File: src/rtl/mips_bus_lsu.sv
// Load/store unit bridging the multicycle MIPS core to an Avalon-MM master port.
// Define MIPS_BUS_LSU_MISALIGN_TRAP_EN to fail misaligned requests without a bus cycle.
module mips_bus_lsu #(
  parameter int DATA_W     = 32,
  parameter int ADDR_W     = 32,
  parameter int WAIT_LIMIT = 0
) (
  input  logic                clk,
  input  logic                reset,
  input  logic                req_valid,
  output logic                req_ready,
  input  logic                req_write,
  input  logic [1:0]          req_size,
  input  logic                req_signed,
  input  logic [ADDR_W-1:0]   req_addr,
  input  logic [DATA_W-1:0]   req_wdata,
  output logic                resp_valid,
  output logic [DATA_W-1:0]   resp_rdata,
  output logic                resp_err,
  output logic [ADDR_W-1:0]   address,
  output logic                read,
  output logic                write,
  input  logic                waitrequest,
  output logic [DATA_W-1:0]   writedata,
  output logic [DATA_W/8-1:0] byteenable,
  input  logic [DATA_W-1:0]   readdata
);

  localparam int BE_W  = DATA_W / 8;
  localparam int OFF_W = $clog2(BE_W);

  typedef enum logic [1:0] {IDLE, BUS, RESP} state_t;

  state_t              state_reg, state_next;
  logic [ADDR_W-1:0]   address_reg;
  logic [BE_W-1:0]     byteenable_reg;
  logic [DATA_W-1:0]   writedata_reg;
  logic [DATA_W-1:0]   rdata_reg;
  logic                write_reg;
  logic                signed_reg;
  logic                err_reg;
  logic [1:0]          size_reg;
  logic [OFF_W-1:0]    off_reg;
  logic [31:0]         wait_cnt_reg;

  logic [1:0]          size_eff;
  int                  acc_off, acc_n;
  logic [BE_W-1:0]     be_next;
  logic [DATA_W-1:0]   wd_next;
  logic                trap_next;
  logic                timeout_hit;

  int                  ld_off, ld_n;
  logic [DATA_W-1:0]   raw_val;
  logic [DATA_W-1:0]   load_val;
  logic                sign_bit;

  // Request-side lane steering: value byte (n-1-i) lands on lane off+i, wrap dropped.
  always_comb begin
    size_eff = (DATA_W == 32 && req_size == 2'd3) ? 2'd2 : req_size;
    acc_off  = int'(req_addr[OFF_W-1:0]);
    acc_n    = 1 << size_eff;
    be_next  = '0;
    wd_next  = '0;
    for (int k = 0; k < BE_W; k++) begin
      if (k >= acc_off && k < acc_off + acc_n) begin
        be_next[k] = 1'b1;
        for (int b = 0; b < BE_W; b++) begin
          if (req_write && b == acc_n - 1 - (k - acc_off))
            wd_next[8*k +: 8] = req_wdata[8*b +: 8];
        end
      end
    end
`ifdef MIPS_BUS_LSU_MISALIGN_TRAP_EN
    trap_next = (acc_off & (acc_n - 1)) != 0;
`else
    trap_next = 1'b0;
`endif
  end

  assign ld_off = int'(off_reg);
  assign ld_n   = 1 << size_reg;

  // Each result byte j pulls from lane off+n-1-j (big-endian reassembly).
  generate
    for (genvar gi = 0; gi < BE_W; gi++) begin : g_load_lane
      logic [7:0] lane_byte;
      always_comb begin
        lane_byte = 8'h00;
        for (int k = 0; k < BE_W; k++) begin
          if (gi < ld_n && k == ld_off + ld_n - 1 - gi)
            lane_byte = readdata[8*k +: 8];
        end
      end
      assign raw_val[8*gi +: 8] = lane_byte;
    end
  endgenerate

  always_comb begin
    sign_bit = 1'b0;
    for (int s = 0; s <= OFF_W; s++) begin
      if (int'(size_reg) == s)
        sign_bit = raw_val[(8 << s) - 1];
    end
    load_val = raw_val;
    for (int j = 0; j < BE_W; j++) begin
      if (signed_reg && j >= ld_n)
        load_val[8*j +: 8] = {8{sign_bit}};
    end
  end

  assign timeout_hit = (WAIT_LIMIT > 0) && waitrequest &&
                       (wait_cnt_reg == 32'(WAIT_LIMIT - 1));

  always_comb begin
    state_next = state_reg;
    req_ready  = 1'b0;
    read       = 1'b0;
    write      = 1'b0;
    resp_valid = 1'b0;
    case (state_reg)
      IDLE: begin
        req_ready = 1'b1;
        if (req_valid)
          state_next = trap_next ? RESP : BUS;
      end
      BUS: begin
        read  = !write_reg;
        write = write_reg;
        if (!waitrequest || timeout_hit)
          state_next = RESP;
      end
      RESP: begin
        resp_valid = 1'b1;
        state_next = IDLE;
      end
      default: state_next = IDLE;
    endcase
  end

  always_ff @(posedge clk) begin
    if (reset) begin
      state_reg      <= IDLE;
      address_reg    <= '0;
      byteenable_reg <= '0;
      writedata_reg  <= '0;
      rdata_reg      <= '0;
      write_reg      <= 1'b0;
      signed_reg     <= 1'b0;
      err_reg        <= 1'b0;
      size_reg       <= 2'd0;
      off_reg        <= '0;
      wait_cnt_reg   <= '0;
    end else begin
      state_reg <= state_next;
      case (state_reg)
        IDLE: begin
          if (req_valid) begin
            address_reg    <= {req_addr[ADDR_W-1:OFF_W], {OFF_W{1'b0}}};
            byteenable_reg <= be_next;
            writedata_reg  <= wd_next;
            write_reg      <= req_write;
            signed_reg     <= req_signed;
            size_reg       <= size_eff;
            off_reg        <= req_addr[OFF_W-1:0];
            wait_cnt_reg   <= '0;
            rdata_reg      <= '0;
            err_reg        <= trap_next;
          end
        end
        BUS: begin
          if (timeout_hit) begin
            err_reg   <= 1'b1;
            rdata_reg <= '0;
          end else if (waitrequest) begin
            wait_cnt_reg <= wait_cnt_reg + 32'd1;
          end else begin
            rdata_reg <= write_reg ? '0 : load_val;
          end
        end
        default: ;
      endcase
    end
  end

  assign address    = address_reg;
  assign byteenable = byteenable_reg;
  assign writedata  = writedata_reg;
  assign resp_rdata = rdata_reg;
  assign resp_err   = err_reg && (state_reg == RESP);

endmodule
File: config.mk
export PLATFORM = sky130hd
export DESIGN_NAME = mips_bus_lsu
export DESIGN_NICKNAME = d
export VERILOG_FILES = /design/src/rtl/mips_bus_lsu.sv
export SDC_FILE = /design/constraint.sdc
export NUM_CORES = 1
export LEC_CHECK = 0
export ABC_AREA = 1
export CELL_PAD_IN_SITES_DETAIL_PLACEMENT = 1
export CELL_PAD_IN_SITES_GLOBAL_PLACEMENT = 2
export CORE_UTILIZATION = 26
export CTS_CLUSTER_SIZE = 25
export DETAILED_ROUTE_END_ITERATION = 10
export GPL_TIMING_DRIVEN = 0
export PLACE_DENSITY_LB_ADDON = 0.1
export SLEW_MARGIN = 20
export SYNTH_ARGS = -nofsm -noshare
export SYNTH_HDL_FRONTEND = slang
export SYNTH_SLANG_ARGS = --single-unit
File: constraint.sdc
create_clock -name clk -period 4.65 [get_ports clk]
set_clock_uncertainty 0.2 [all_clocks]
set_input_delay 0.6975 -clock clk [delete_from_list [all_inputs] [get_ports clk]]
set_output_delay 0.6975 -clock clk [all_outputs]
set_load 0.05 [all_outputs]
==> results.toml <==
[power_and_ir_drop]
peakVddDrop_mv = 0.171
leakage_nw = 4.03
power_density_nw_per_um2 = 269
total_power_w = 0.00283

[route]
wl_mm = 32.4
vias_per_cell = 4.88
vias = 8641
first_iter_violations = 447
ant_nets = 0
drc = 0
firstDrtPassIters = 4
drt-wirelength-per-cell_um = 18.3

[global_routing]
first_global_vias = 8957
grt_max_degree = 20
antenna_found_initial = 0
track_usage_pct = 21.5
gr-total-overflow = 0
grt_pass1_wl_mm = 50.9

[placed_design]
dp.cells = 1755
gp_congestion = 0.872
dp_slack_ns = -0.202
portBuffers = 203
hpwlAfterDp_mm = 26.7

[yosys]
ys_ff_latch = 106
synthArstFlopShare_pct = 0
yosysWarnings = 0
avgSynthCellArea_um2 = 6.61
netlist-cell-type-count = 46
synthCells = 1162
synth_ff_type = "dfxtp_1"
synth_edf_count = 0
syn-cell-area_um2 = 7680
seq_area_frac_synth_pct = 27.6

[sta]
worstMarginPinSlew_ns = 1.07
setup_slack_ns = 0.386
fmax_mhz = 235
setup_tns_ns = 0
final_max_slew_viol_count = 0
rsz0062_at_grt = "no"
period_share_pct = 91.7
hold_viol = 0
setup_viol_count_final = 0
finalCriticalPeriod_ns = 4.26
relSlewSlack_pct = 28.3

[clocking]
cts_setup_buffers = 0
clk_latency_ns = 0.35
cts_max_level = 3
cts_tree = "done"
cts_buffers = 9
cts-root-buf = "clkbuf_16"
cts_buffer_depth = 2
clock_sink_count = 106
cts.clk_slew.worst_paths_ns = 0.08

[floorplanning]
die_w_um = 174
io_pins = 209
start_util_pct = 26.6
rows = 62
die_h_um = 174
core_region_area_um2 = 28900
die-area_um2 = 30200

[hold_path]
min_delay_path_depth = 2
min_from = "address[26]"
hold_end = "address[26]"
hold_path.class = "register to register"

[run_status]
status = "completed"

[final_layout]
area_growth_pct = 36.9
n_antenna_cell = 0
drive_gt1_share_pct = 9.66
nets = 1518
instances_no_fill = 1771

[critical_path]
cp.arrival_ns = 4.36
start_kind = "register"
worstReg2RegEnd = "resp_rdata[23]"
worst-setup-path-type = "register to register"
path_max_fanout = 8
r2r-start = "size_reg[0]"
rrSetupSlack_ns = 0.39
r2r_cells = 18
critPathRequiredTime_ns = 4.75
end_kind = "register"
critPathSlowestCell = "fa_2"
crit_chain = "inv_1 -> nor2_1 -> inv_1 -> ha_1 -> inv_1 -> ha_1 -> fa_2 -> inv_2 -> ha_1 -> inv_1 -> nor2_1 -> nor2_1 -> nand3_1 -> nor2_1 -> a21oi_1 -> a21oi_1 -> nand2_2 -> a21oi_2"
crit_family = "adder cells"
crit_path_max_incr_delay_ns = 0.65
path_buf_inv = 5

[job]
cap_violations = 0
[Yosys cell counts, types with 4 or more instances]
library cell,n,area share [%]
nand2_1,248,12
nor2_2,4,0.33
inv_2,9,0.44
nor2_1,66,3.2
o2111ai_1,6,0.68
o211ai_1,10,0.98
o22ai_1,16,1.3
inv_1,128,6.3
o21ai_1,11,0.72
o21ai_0,72,4.7
buf_4,5,0.49
o221ai_1,24,2.7
nand2_8,4,1.0
dfxtp_1,106,28
nand3_1,95,6.2
nand2_2,34,2.8
ha_1,26,4.2
a211oi_1,6,0.59
fa_1,6,1.6
nand3_2,7,0.91
clkbuf_1,37,1.8
nand4_1,17,1.4
a21oi_2,25,2.8
nor2_4,7,1.0
nor3_1,14,0.91
buf_2,7,0.46
a21oi_1,139,9.1
[where the power goes]
| group | total, W | internal (W) | switching, W |
|---|---|---|---|
| Clock | 0.000778 | 0.000377 | 0.000400 |
| Sequential | 0.000957 | 0.000939 | 0.0000183 |
| Combinational | 0.00109 | 0.000354 | 0.000739 |
[worst max path at each step]
| stage | start | endpoint | slack [ns] | cells after the start |
|---|---|---|---|---|
| 2_1_floorplan | size_reg[0] | resp_rdata[16] | 1.03 | 23 |
| 3_3_place_gp | req_addr[1] | writedata[5] | -0.12 | 15 |
| 3_5_place_dp | req_addr[1] | writedata[5] | -0.20 | 15 |
| 4_1_cts | req_addr[1] | writedata[5] | 0.18 | 15 |
| 5_1_grt | size_reg[1] | resp_rdata[31] | 0.02 | 22 |
| 6_report | size_reg[0] | resp_rdata[23] | 0.39 | 18 |
[repair_timing]
action                                  CTS  global route
hold buffers                              0             0
resized for setup                         0             4
endpoints found under the setup margin    0            15
[logic make-up (layout without fill, tap and decap cells)]
logic type / Yosys count / in the layout / synth area share (%)
compound gates: 316 / 316 / 24.3
xor+xnor: 4 / 4 / 0.456
fa+ha+maj: 32 / 32 / 5.80
buf+inv: 191 / 410 / 9.92
flops: 106 / 106 / 27.6
other cells: 2 / 8 / 0.0977
simple gates: 511 / 511 / 31.8
[area by class of cell]
cell class                 count  area (µm²)
sequential                   106        2120
timing repair buffer         203        2030
inverter                     138         520
fill                        3670       18300
clock buffer                  10         229
buffer                        53         241
tap                          384         480
clock inverter                 6        62.6
multi-input combinational    871        4830
[per-layer routing]
metal  GRT usage, %  part of all wire [%]  vias up
met5              0                     0        -
met4           5.96                   2.3        0
met3           2.43                   3.3       34
met2           38.7                    50      208
met1           26.9                    45     4055
li1               -                     -     4344
[placed cells by master, fill, tap and decap left out, types with 4 or more instances in the layout]
cell type and instances:
nand2_8 4, o22ai_1 16, nand4_1 17, o2111ai_1 6
inv_1 128, ha_1 26, buf_4 5, conb_1 8
dfxtp_1 106, inv_2 9, a21oi_2 25, o21ai_1 11
o221ai_1 24, nand2_2 34, nor2_4 7, clkdlybuf4s50_1 202
clkbuf_16 9, nor3_1 14, buf_2 7, fa_1 5
nor2_1 64, a21oi_1 139, o21ai_0 72, nor2_2 6
a211oi_1 6, nand3_1 95, nand2_1 248, clkinv_4 4
clkbuf_1 38, o211ai_1 10, nand3_2 7
[stage by stage]
| stage | instance area (µm²) | util [%] | hold WS [ns] |
|---|---|---|---|
| CTS | 10500 | 36.4 | 0.270 |
| global placement | 10200 | 35.4 | 0.252 |
| detailed placement | 10200 | 35.4 | 0.258 |
| global route | 10500 | 36.5 | 0.286 |
| finish | 10500 | 36.5 | 0.267 |
| floorplan | 7710 | - | 0.245 |
[worst reg2reg max path: stages (launching register included)]
cell     delay (ns)
dfxtp_1        0.37
inv_1          0.10
nor2_1         0.19
inv_1          0.07
ha_1           0.27
inv_1          0.04
ha_1           0.22
fa_2           0.65
inv_2          0.13
ha_1           0.23
inv_1          0.09
nor2_1         0.06
nor2_1         0.28
nand3_1        0.11
nor2_1         0.51
a21oi_1        0.14
a21oi_1        0.33
nand2_2        0.12
a21oi_2        0.12
Note: power is estimated with default switching activity, not from simulation.
